$ cat config.mk
export PLATFORM = sky130hd
export DESIGN_NAME = button_event_ctrl_flat
export DESIGN_NICKNAME = d
export VERILOG_FILES = /design/src/rtl/button_event_ctrl_if.sv /design/src/rtl/button_event_ctrl.sv /design/src/flat_wrapper.sv
export SDC_FILE = /design/constraint.sdc
export NUM_CORES = 1
export LEC_CHECK = 0
export BUFFER_PORTS_ARGS = -buffer_cell sky130_fd_sc_hd__buf_2
export CAP_MARGIN = 20
export CORE_MARGIN = 3
export CORE_UTILIZATION = 30
export CTS_BUF_LIST = sky130_fd_sc_hd__clkbuf_2 sky130_fd_sc_hd__clkbuf_4 sky130_fd_sc_hd__clkbuf_8
export CTS_CLUSTER_DIAMETER = 40
export DETAILED_ROUTE_END_ITERATION = 10
export PLACE_DENSITY = 0.54
export SLEW_MARGIN = 20
export SYNTH_ARGS = -nofsm -noshare
export SYNTH_HDL_FRONTEND = slang
export SYNTH_SLANG_ARGS = --single-unit
$ cat constraint.sdc
create_clock -name clkIn -period 1.8 [get_ports clkIn]
set_input_delay 0.09 -clock clkIn [delete_from_list [all_inputs] [get_ports clkIn]]
set_output_delay 0.09 -clock clkIn [all_outputs]
set_load 0.02 [all_outputs]
$ cat src/rtl/button_event_ctrl_if.sv
// Button event bus: enable/level in, event pulses and state out.
// The master side drives the level inputs; the slave side is the controller.
interface button_event_ctrl_if;
  logic       enIn;
  logic       buttonIn;
  logic       pressOut;
  logic       releaseOut;
  logic       longOut;
  logic       repeatOut;
  logic       heldOut;
  logic [1:0] stateOut;

  modport master (
    output enIn,
    output buttonIn,
    input  pressOut,
    input  releaseOut,
    input  longOut,
    input  repeatOut,
    input  heldOut,
    input  stateOut
  );

  modport slave (
    input  enIn,
    input  buttonIn,
    output pressOut,
    output releaseOut,
    output longOut,
    output repeatOut,
    output heldOut,
    output stateOut
  );
endinterface

$ cat src/rtl/button_event_ctrl.sv
// Turns a debounced button level into press/release/long-press/auto-repeat pulses.
// Auto-repeat is built only when BUTTON_EVENT_REPEAT_EN is defined.
module button_event_ctrl #(
  parameter int unsigned LONG_CNT   = 8,
  parameter int unsigned REPEAT_CNT = 4,
  parameter int unsigned CNT_W      = 16
) (
  input  logic                clkIn,
  input  logic                rstIn,
  button_event_ctrl_if.slave  bus
);

  localparam int unsigned MaxCnt = (LONG_CNT > REPEAT_CNT) ? LONG_CNT : REPEAT_CNT;

  if ((LONG_CNT < 1) || (REPEAT_CNT < 1) ||
      ((CNT_W < 32) && ((64'd1 << CNT_W) <= 64'(MaxCnt)))) begin : g_param_check
    $error("button_event_ctrl: illegal LONG_CNT/REPEAT_CNT/CNT_W combination");
  end

  typedef enum logic [1:0] {
    StIdle = 2'b00,
    StDown = 2'b01,
    StLong = 2'b10
  } state_e;

  localparam logic [CNT_W-1:0] LongLast   = CNT_W'(LONG_CNT - 1);
`ifdef BUTTON_EVENT_REPEAT_EN
  localparam logic [CNT_W-1:0] RepeatLast = CNT_W'(REPEAT_CNT - 1);
`endif

  state_e           state_q, state_d;
  logic [CNT_W-1:0] cnt_q, cnt_d;
  logic             press_q, press_d;
  logic             release_q, release_d;
  logic             long_q, long_d;
  logic             repeat_q, repeat_d;
  logic             held_q, held_d;

  always_comb begin
    state_d   = state_q;
    cnt_d     = cnt_q;
    press_d   = 1'b0;
    release_d = 1'b0;
    long_d    = 1'b0;
    repeat_d  = 1'b0;

    if (!bus.enIn) begin
      // Disable is silent: no release pulse even if the button was held.
      state_d = StIdle;
      cnt_d   = '0;
    end else begin
      unique case (state_q)
        StIdle: begin
          if (bus.buttonIn) begin
            state_d = StDown;
            cnt_d   = '0;
            press_d = 1'b1;
          end
        end
        StDown: begin
          // Release wins over an expiring count.
          if (!bus.buttonIn) begin
            state_d   = StIdle;
            cnt_d     = '0;
            release_d = 1'b1;
          end else if (cnt_q == LongLast) begin
            state_d = StLong;
            cnt_d   = '0;
            long_d  = 1'b1;
          end else begin
            cnt_d = cnt_q + 1'b1;
          end
        end
        StLong: begin
          if (!bus.buttonIn) begin
            state_d   = StIdle;
            cnt_d     = '0;
            release_d = 1'b1;
          end else begin
`ifdef BUTTON_EVENT_REPEAT_EN
            if (cnt_q == RepeatLast) begin
              cnt_d    = '0;
              repeat_d = 1'b1;
            end else begin
              cnt_d = cnt_q + 1'b1;
            end
`else
            cnt_d = '0;
`endif
          end
        end
        default: begin
          state_d = StIdle;
          cnt_d   = '0;
        end
      endcase
    end

    held_d = (state_d != StIdle);
  end

  always_ff @(posedge clkIn or negedge rstIn) begin
    if (!rstIn) begin
      state_q   <= StIdle;
      cnt_q     <= '0;
      press_q   <= 1'b0;
      release_q <= 1'b0;
      long_q    <= 1'b0;
      repeat_q  <= 1'b0;
      held_q    <= 1'b0;
    end else begin
      state_q   <= state_d;
      cnt_q     <= cnt_d;
      press_q   <= press_d;
      release_q <= release_d;
      long_q    <= long_d;
      repeat_q  <= repeat_d;
      held_q    <= held_d;
    end
  end

  assign bus.pressOut   = press_q;
  assign bus.releaseOut = release_q;
  assign bus.longOut    = long_q;
  assign bus.repeatOut  = repeat_q;
  assign bus.heldOut    = held_q;
  assign bus.stateOut   = state_q;

endmodule

$ cat src/flat_wrapper.sv
// flat-port wrapper written by rule: the top's interface ports become plain ports
module button_event_ctrl_flat 
#(
  parameter int unsigned LONG_CNT   = 8,
  parameter int unsigned REPEAT_CNT = 4,
  parameter int unsigned CNT_W      = 16
)
  (clkIn, rstIn, bus_enIn, bus_buttonIn, bus_pressOut, bus_releaseOut, bus_longOut, bus_repeatOut, bus_heldOut, bus_stateOut);
  button_event_ctrl_if bus_i ();
  input  logic clkIn;
  input  logic rstIn;
  input wire logic [$bits(bus_i.enIn)-1:0] bus_enIn;
  input wire logic [$bits(bus_i.buttonIn)-1:0] bus_buttonIn;
  output wire logic [$bits(bus_i.pressOut)-1:0] bus_pressOut;
  output wire logic [$bits(bus_i.releaseOut)-1:0] bus_releaseOut;
  output wire logic [$bits(bus_i.longOut)-1:0] bus_longOut;
  output wire logic [$bits(bus_i.repeatOut)-1:0] bus_repeatOut;
  output wire logic [$bits(bus_i.heldOut)-1:0] bus_heldOut;
  output wire logic [$bits(bus_i.stateOut)-1:0] bus_stateOut;
  assign bus_i.enIn = bus_enIn;
  assign bus_i.buttonIn = bus_buttonIn;
  assign bus_pressOut = bus_i.pressOut;
  assign bus_releaseOut = bus_i.releaseOut;
  assign bus_longOut = bus_i.longOut;
  assign bus_repeatOut = bus_i.repeatOut;
  assign bus_heldOut = bus_i.heldOut;
  assign bus_stateOut = bus_i.stateOut;
  button_event_ctrl #(.LONG_CNT(LONG_CNT), .REPEAT_CNT(REPEAT_CNT), .CNT_W(CNT_W)) u_core (.clkIn(clkIn), .rstIn(rstIn), .bus(bus_i));
endmodule
==> key figures, run 1 <==
Flow run
  • Max-cap violations: 0

CTS
  • TritonCTS Buffers: 3
  • Clock transition at the registers of the reported paths: 0.08 ns
  • Clk_lat worst skew: 0.27 ns
  • H-tree levels: 1
  • Clk buf depth: 2
  • Clk root buf: clkbuf_8
  • CTS tree: yes
  • Clk sinks: 22

Synth
  • Seq/Total Area, Yosys: 0.4235
  • Top FF cell, synth: dfrtp_1
  • Post-synthesis cell count: 136
  • Net Count, Synth: 145
  • Mapped cell area: 1300 sq um
  • Yosys cell types: 38
  • Ys Warns: 0
  • Asr flop ratio synth: 1.000
  • Syn Area/Cell: 9.559 sq um
  • Number of synthesized flops with an enable pin: 0
  • #FFs+latches synth: 22

Finish
  • Number of nets in the layout: 162
  • Layout cell share with drive strength beyond 1: 0.2434
  • Commonest non-fill, non-tap cell in the layout: dfrtp_1
  • P&R area growth vs syn: 16.94%
  • Commonest non-fill, non-tap cells in the layout: dfrtp_1 (22), buf_4 (11), a31oi_1 (10)
  • Number of diodes: 0

Die
  • Core area: 4086 sq um
  • Die area: 5159 sq um
  • Io pins: 11
  • Die Ht: 71.83 um
  • Row Count: 23
  • Initial core utilization: 0.3181
  • Die X: 71.83 um

Route
  • WL final: 2964 um
  • Drt first pass iters: 4
  • Drc violations: 0
  • Via count: 1096
  • Iter 0 DRT Violations: 73
  • Routed len/inst: 14.67 um
  • ANT nets after route: 0
  • Vias per cell: 5.426

Setup path
  • Critical-path cell list: inv_1, ha_1, and3b_2, a21oi_1, buf_4, a21oi_1
  • RR Startpoint: u_core.bus.stateOut[0]
  • R2r worst-path depth: 6
  • CP Capture Type: register
  • R2R setup slack: 0.14 ns
  • CP dominant cell by count: a21oi_1
  • Slowest stage delay, CP: 0.42 ns
  • Arr. time, crit path: 1.85 ns
  • CP max FO: 8
  • Crit path max-delay cell type: dfrtp_1
  • Crit Reg-Reg Endpoint: u_core.cnt_q[14]
  • Worst EP required: 1.99 ns
  • CP Class: register to register
  • Worst setup SP type: register

STA
  • Fmax: 0.6023 GHz
  • WHS: 0.1523 ns
  • RSZ-0062 raised after global routing: false
  • Clock skew after layout: 0.001041 ns
  • Final Hold Viols: 0
  • Setup tns final: 0 ns
  • Tmin final: 1.660 ns
  • Fin. max-slew vios: 0
  • Crit share post-route: 0.9223
  • Final setup fails: 0

Global route
  • Remaining global-route overflow: 0
  • Vias in the first global route: 1113
  • GR Util All Layers: 0.1324
  • First-pass GRT wire length: 5402 um
  • Pin count of the biggest net entering global routing: 23
  • Initial antenna violation count: 0

Placed design
  • Routability cong.: 0.7795
  • Port bufs: 9
  • DP Wirelength: 2213 um

Hold path
  • Hold Crit Depth: 2
  • Hold EP: u_core.bus.pressOut
  • Worst hold start: bus_buttonIn
  • Hold Path Class: input pin to register

Power and ir drop
  • Overall power: 979.6 uW
  • Leakage: 0.0006811 uW
  • Cell Pwr Density: 644.4 nW/um^2
  • VDD IR-drop max: 0.4092 mV

Run status
  • Status: complete, no violations
worst max-delay path, delay by kind of cell (launching register included):
family          cells  cell delay (ns)
buf+inv             2             0.29
simple gates        1             0.34
flops               1             0.42
compound gates      2             0.21
fa+ha+maj           1             0.33
cells in the mapped netlist, types with 3 or more instances:
cell / n / area (sq um)
ha_1: 5 / 62.56
nand2_1: 10 / 37.54
buf_4: 3 / 22.52
and2_1: 4 / 25.02
a31oi_1: 10 / 62.56
or3_1: 4 / 25.02
and3_1: 5 / 31.28
a21oi_1: 6 / 30.03
o21ai_0: 5 / 25.02
and4_1: 3 / 26.28
dfrtp_1: 22 / 550.5
inv_1: 3 / 11.26
nor2_1: 9 / 33.78
nand4_1: 5 / 31.28
nand3_1: 9 / 45.04
worst max path at each step:
| stage | from | endpoint | cells after the start |
|---|---|---|---|
| CTS | u_core.bus.stateOut[0] | u_core.cnt_q[14] | 6 |
| global placement | u_core.bus.stateOut[0] | u_core.cnt_q[14] | 6 |
| global route | u_core.bus.stateOut[0] | u_core.cnt_q[12] | 6 |
| finish | u_core.bus.stateOut[0] | u_core.cnt_q[14] | 6 |
| detailed placement | u_core.bus.stateOut[0] | u_core.cnt_q[14] | 6 |
| floorplan | u_core.bus.stateOut[0] | u_core.cnt_q[12] | 6 |
where the power goes:
| part | internal [uW] | switching (uW) | leakage [uW] |
|---|---|---|---|
| combinational | 38.8 | 68.4 | 0.000348 |
| clock | 195 | 170 | 0.0000288 |
| sequential | 502 | 5.35 | 0.000304 |
logic make-up (layout without fill, tap and decap cells):
family | count (synthesis) | after routing | share of synthesized area
mux | 2 | 2 | 0.01540
other cells | 1 | 1 | 0.002885
flops | 22 | 22 | 0.4235
fa+ha+maj | 5 | 5 | 0.04812
compound gates | 29 | 29 | 0.1473
buf+inv | 12 | 28 | 0.04716
simple gates | 63 | 63 | 0.3022
xor+xnor | 2 | 2 | 0.01348
layer usage:
metal / GRT usage / vias up / wire length [um] / share of wire
li1: - / 545 / - / -
met1: 0.1877 / 525 / 1449 / 0.49
met2: 0.2031 / 22 / 1379 / 0.47
met3: 0.03366 / 4 / 111 / 0.037
met4: 0.02923 / 0 / 23 / 0.0078
met5: 0 / - / 0 / 0
metrics by stage:
| step | setup WS (ns) | instances | cell area (sq um) | utilization |
|---|---|---|---|---|
| 2_1_floorplan | 0.1649 | 136 | 1300 | - |
| 3_3_place_gp | 0.1727 | 197 | 1440 | 0.3524 |
| 3_5_place_dp | 0.1278 | 197 | 1440 | 0.3524 |
| 4_1_cts | 0.08673 | 202 | 1505 | 0.3683 |
| 5_1_grt | 0.002576 | 202 | 1520 | 0.3720 |
| 6_report | 0.1398 | 202 | 1520 | 0.3720 |
registers in the layout (all words and copies together), names as in the netlist:
signal	flops
u_core.bus.releaseOut	1
u_core.bus.longOut	1
u_core.cnt_q	16
u_core.bus.heldOut	1
u_core.bus.stateOut	2
u_core.bus.pressOut	1
timing repair:
| action | 4_1_cts | 5_1_grt |
|---|---|---|
| hold buffers | 1 | 0 |
| setup buffers | 0 | 0 |
| hold endpoints to repair | 22 | 0 |
| resized for setup | 0 | 4 |
| endpoints found under the setup margin | 0 | 5 |
final cells by class:
type,count,area (sq um)
fill,428,2566
multi-input combinational,102,703.2
sequential,22,550.5
timing repair buffer,21,137.6
tap,50,62.56
clock buffer,4,55.05
inverter,3,11.26
No activity file was read; power rests on OpenSTA's default activity.
==> run 2, diff against run 1 <==
--- a/config.mk
+++ b/config.mk
@@ -12,7 +12,7 @@
 export CTS_BUF_LIST = sky130_fd_sc_hd__clkbuf_2 sky130_fd_sc_hd__clkbuf_4 sky130_fd_sc_hd__clkbuf_8
 export CTS_CLUSTER_DIAMETER = 40
 export DETAILED_ROUTE_END_ITERATION = 10
-export PLACE_DENSITY = 0.54
+export PLACE_DENSITY = 0.58
 export SLEW_MARGIN = 20
 export SYNTH_ARGS = -nofsm -noshare
 export SYNTH_HDL_FRONTEND = slang
==> run 2 against run 1 <==
Critical path depth is 1 lower. Largest power group unchanged. Clock skew is 0.0028 ns higher. Die area unchanged. Register-to-register slack lost 0.06 ns. Total power shrank 1.9%. Via count up 2.0%. Critical endpoint is now u_core.cnt_q[2]. Count of clock-buffer cells in the layout stayed put. Critical path type unchanged. Clock power down 3%.
==> key figures, run 2 (synthesis results as in run 1) <==
Setup path
  • Worst setup SP type: register
  • Crit path max-delay cell type: dfrtp_1
  • R2r worst-path depth: 5
  • Worst EP required: 1.99 ns
  • Slowest stage delay, CP: 0.42 ns
  • CP max FO: 5
  • CP Class: register to register
  • Crit Reg-Reg Endpoint: u_core.cnt_q[2]
  • CP Capture Type: register
  • RR Startpoint: u_core.cnt_q[0]
  • Arr. time, crit path: 1.91 ns
  • Critical-path cell list: ha_1, and4bb_4, and4_4, or3_1, a31oi_2
  • R2R setup slack: 0.08 ns

Finish
  • Number of flip-flops in the largest register: 16
  • Final Instance Count excl. Fillers: 200
  • Layout cell share with drive strength beyond 1: 0.2267
  • Fillers: 429
  • Number of nets in the layout: 160
  • Commonest non-fill, non-tap cells in the layout: dfrtp_1 (22), nand2_1 (10)
  • P&R area growth vs syn: 15.88%
  • Largest Register: u_core.cnt_q
  • Number of diodes: 0
  • Commonest non-fill, non-tap cell in the layout: dfrtp_1

Hold path
  • Worst hold start: bus_buttonIn
  • Hold EP: u_core.bus.pressOut
  • Hold Path Class: input pin to register
  • Hold Crit Depth: 2

Route
  • WL final: 3023 um
  • Routed len/inst: 15.12 um
  • Drt first pass iters: 4
  • Via count: 1118
  • Drc violations: 0
  • ANT nets after route: 0
  • Iter 0 DRT Violations: 22
  • Vias per cell: 5.590

STA
  • Setup tns final: 0 ns
  • Tmin final: 1.723 ns
  • Final setup fails: 0
  • Fin. max-slew vios: 0
  • Crit share post-route: 0.9571
  • Final Hold Viols: 0
  • Fmax: 0.5804 GHz
  • Clock skew after layout: 0.003864 ns
  • PnR worst setup slack: 0.07717 ns
  • RSZ-0062 raised after global routing: false
  • WHS: 0.1654 ns
  • Slew @ Worst Pin: 0.5316 ns
  • Rel. slew slack: 0.6456

Die
  • Die X: 71.83 um
  • Die Ht: 71.83 um
  • Initial core utilization: 0.3181
  • Core area: 4086 sq um
  • Row Count: 23
  • Io pins: 11
  • Die area: 5159 sq um

Power and ir drop
  • Leakage: 0.0006740 uW
  • VDD IR-drop max: 0.4094 mV
  • Cell Pwr Density: 637.7 nW/um^2
  • Overall power: 960.6 uW

Global route
  • Initial antenna violation count: 0
  • First-pass GRT wire length: 5016 um
  • GR Util All Layers: 0.1226
  • Pin count of the biggest net entering global routing: 23
  • Remaining global-route overflow: 0
  • Vias in the first global route: 1053

CTS
  • Clk sinks: 22
  • TritonCTS Buffers: 3
  • Post-CTS setup buffers: 0
  • Clk buf depth: 2
  • Clock transition at the registers of the reported paths: 0.08 ns
  • Clk root buf: clkbuf_8
  • CTS tree: yes
  • H-tree levels: 1
  • Clk_lat worst skew: 0.26 ns

Flow run
  • Max-cap violations: 0

Run status
  • Status: complete, no violations

Placed design
  • Port bufs: 9
  • Routability cong.: 0.7818
  • Post-Place Setup Slack: 0.01332 ns
  • DP Cell Count: 195
  • DP Wirelength: 2229 um
[run 2: cell count changes in the layout (fill, tap and decap cells not counted)]
cell	before	now
nand2_1	9	10
nand2_2	2	1
a31oi_1	10	9
ha_2	1	0
buf_4	11	9
ha_1	4	5
a31oi_2	0	1
[run 2: worst max-delay path by stage]
| stage | slack (ns) | cells past startpoint | to | startpoint |
|---|---|---|---|---|
| 2_1_floorplan | 0.16 | 6 | u_core.cnt_q[12] | u_core.bus.stateOut[0] |
| 6_report | 0.08 | 5 | u_core.cnt_q[2] | u_core.cnt_q[0] |
| 3_3_place_gp | 0.11 | 5 | u_core.cnt_q[3] | u_core.cnt_q[0] |
| 3_5_place_dp | 0.01 | 6 | u_core.cnt_q[12] | u_core.bus.stateOut[0] |
| 4_1_cts | 0.05 | 5 | u_core.cnt_q[12] | u_core.bus.stateOut[0] |
| 5_1_grt | 0.001 | 6 | u_core.cnt_q[9] | u_core.cnt_q[0] |
[run 2: metrics by stage]
stage	area [sq um]	utilization
2_1_floorplan	1300	-
3_3_place_gp	1425	0.3487
3_5_place_dp	1425	0.3487
4_1_cts	1499	0.3668
5_1_grt	1506	0.3686
6_report	1506	0.3686
[run 2: metal layers]
layer / global-route usage / vias up / wire (um)
met5: 0 / - / 0
met2: 0.2173 / 21 / 1491
li1: - / 535 / -
met3: 0.01823 / 4 / 92
met4: 0.03758 / 0 / 29
met1: 0.1526 / 558 / 1408
[run 2: power by group]
part / switching [uW] / internal [uW] / leakage, uW / total, uW
registers: 5.04 / 502 / 0.000304 / 507
logic: 68.0 / 31.7 / 0.000341 / 99.7
clock network: 159 / 195 / 0.0000288 / 354
total: 232 / 728 / 0.000674 / 961
[run 2: final cells by class]
| class | count | area [sq um] | area share |
|---|---|---|---|
| inverters | 3 | 11.26 | 0.007475 |
| repair buffers | 19 | 122.6 | 0.08140 |
| clock buffers | 4 | 55.05 | 0.03654 |
| multi-input cells | 102 | 704.4 | 0.4676 |
| well taps | 50 | 62.56 | 0.04153 |
| flip-flops and latches | 22 | 550.5 | 0.3654 |
[run 2: worst max-delay path, delay by kind of cell, from the launching register on]
family / cells / cell delay (ns)
AO/OA/AOI/OAI: 1 / 0.19
AND/OR/NAND/NOR: 3 / 0.76
flip-flops: 1 / 0.42
adder cells (fa/ha/maj): 1 / 0.28
[run 2: timing repair]
item                       4_1_cts  5_1_grt
hold endpoints to repair        22        0
gates resized for setup          1        2
setup endpoints to repair        1        6
hold buffers                     1        0
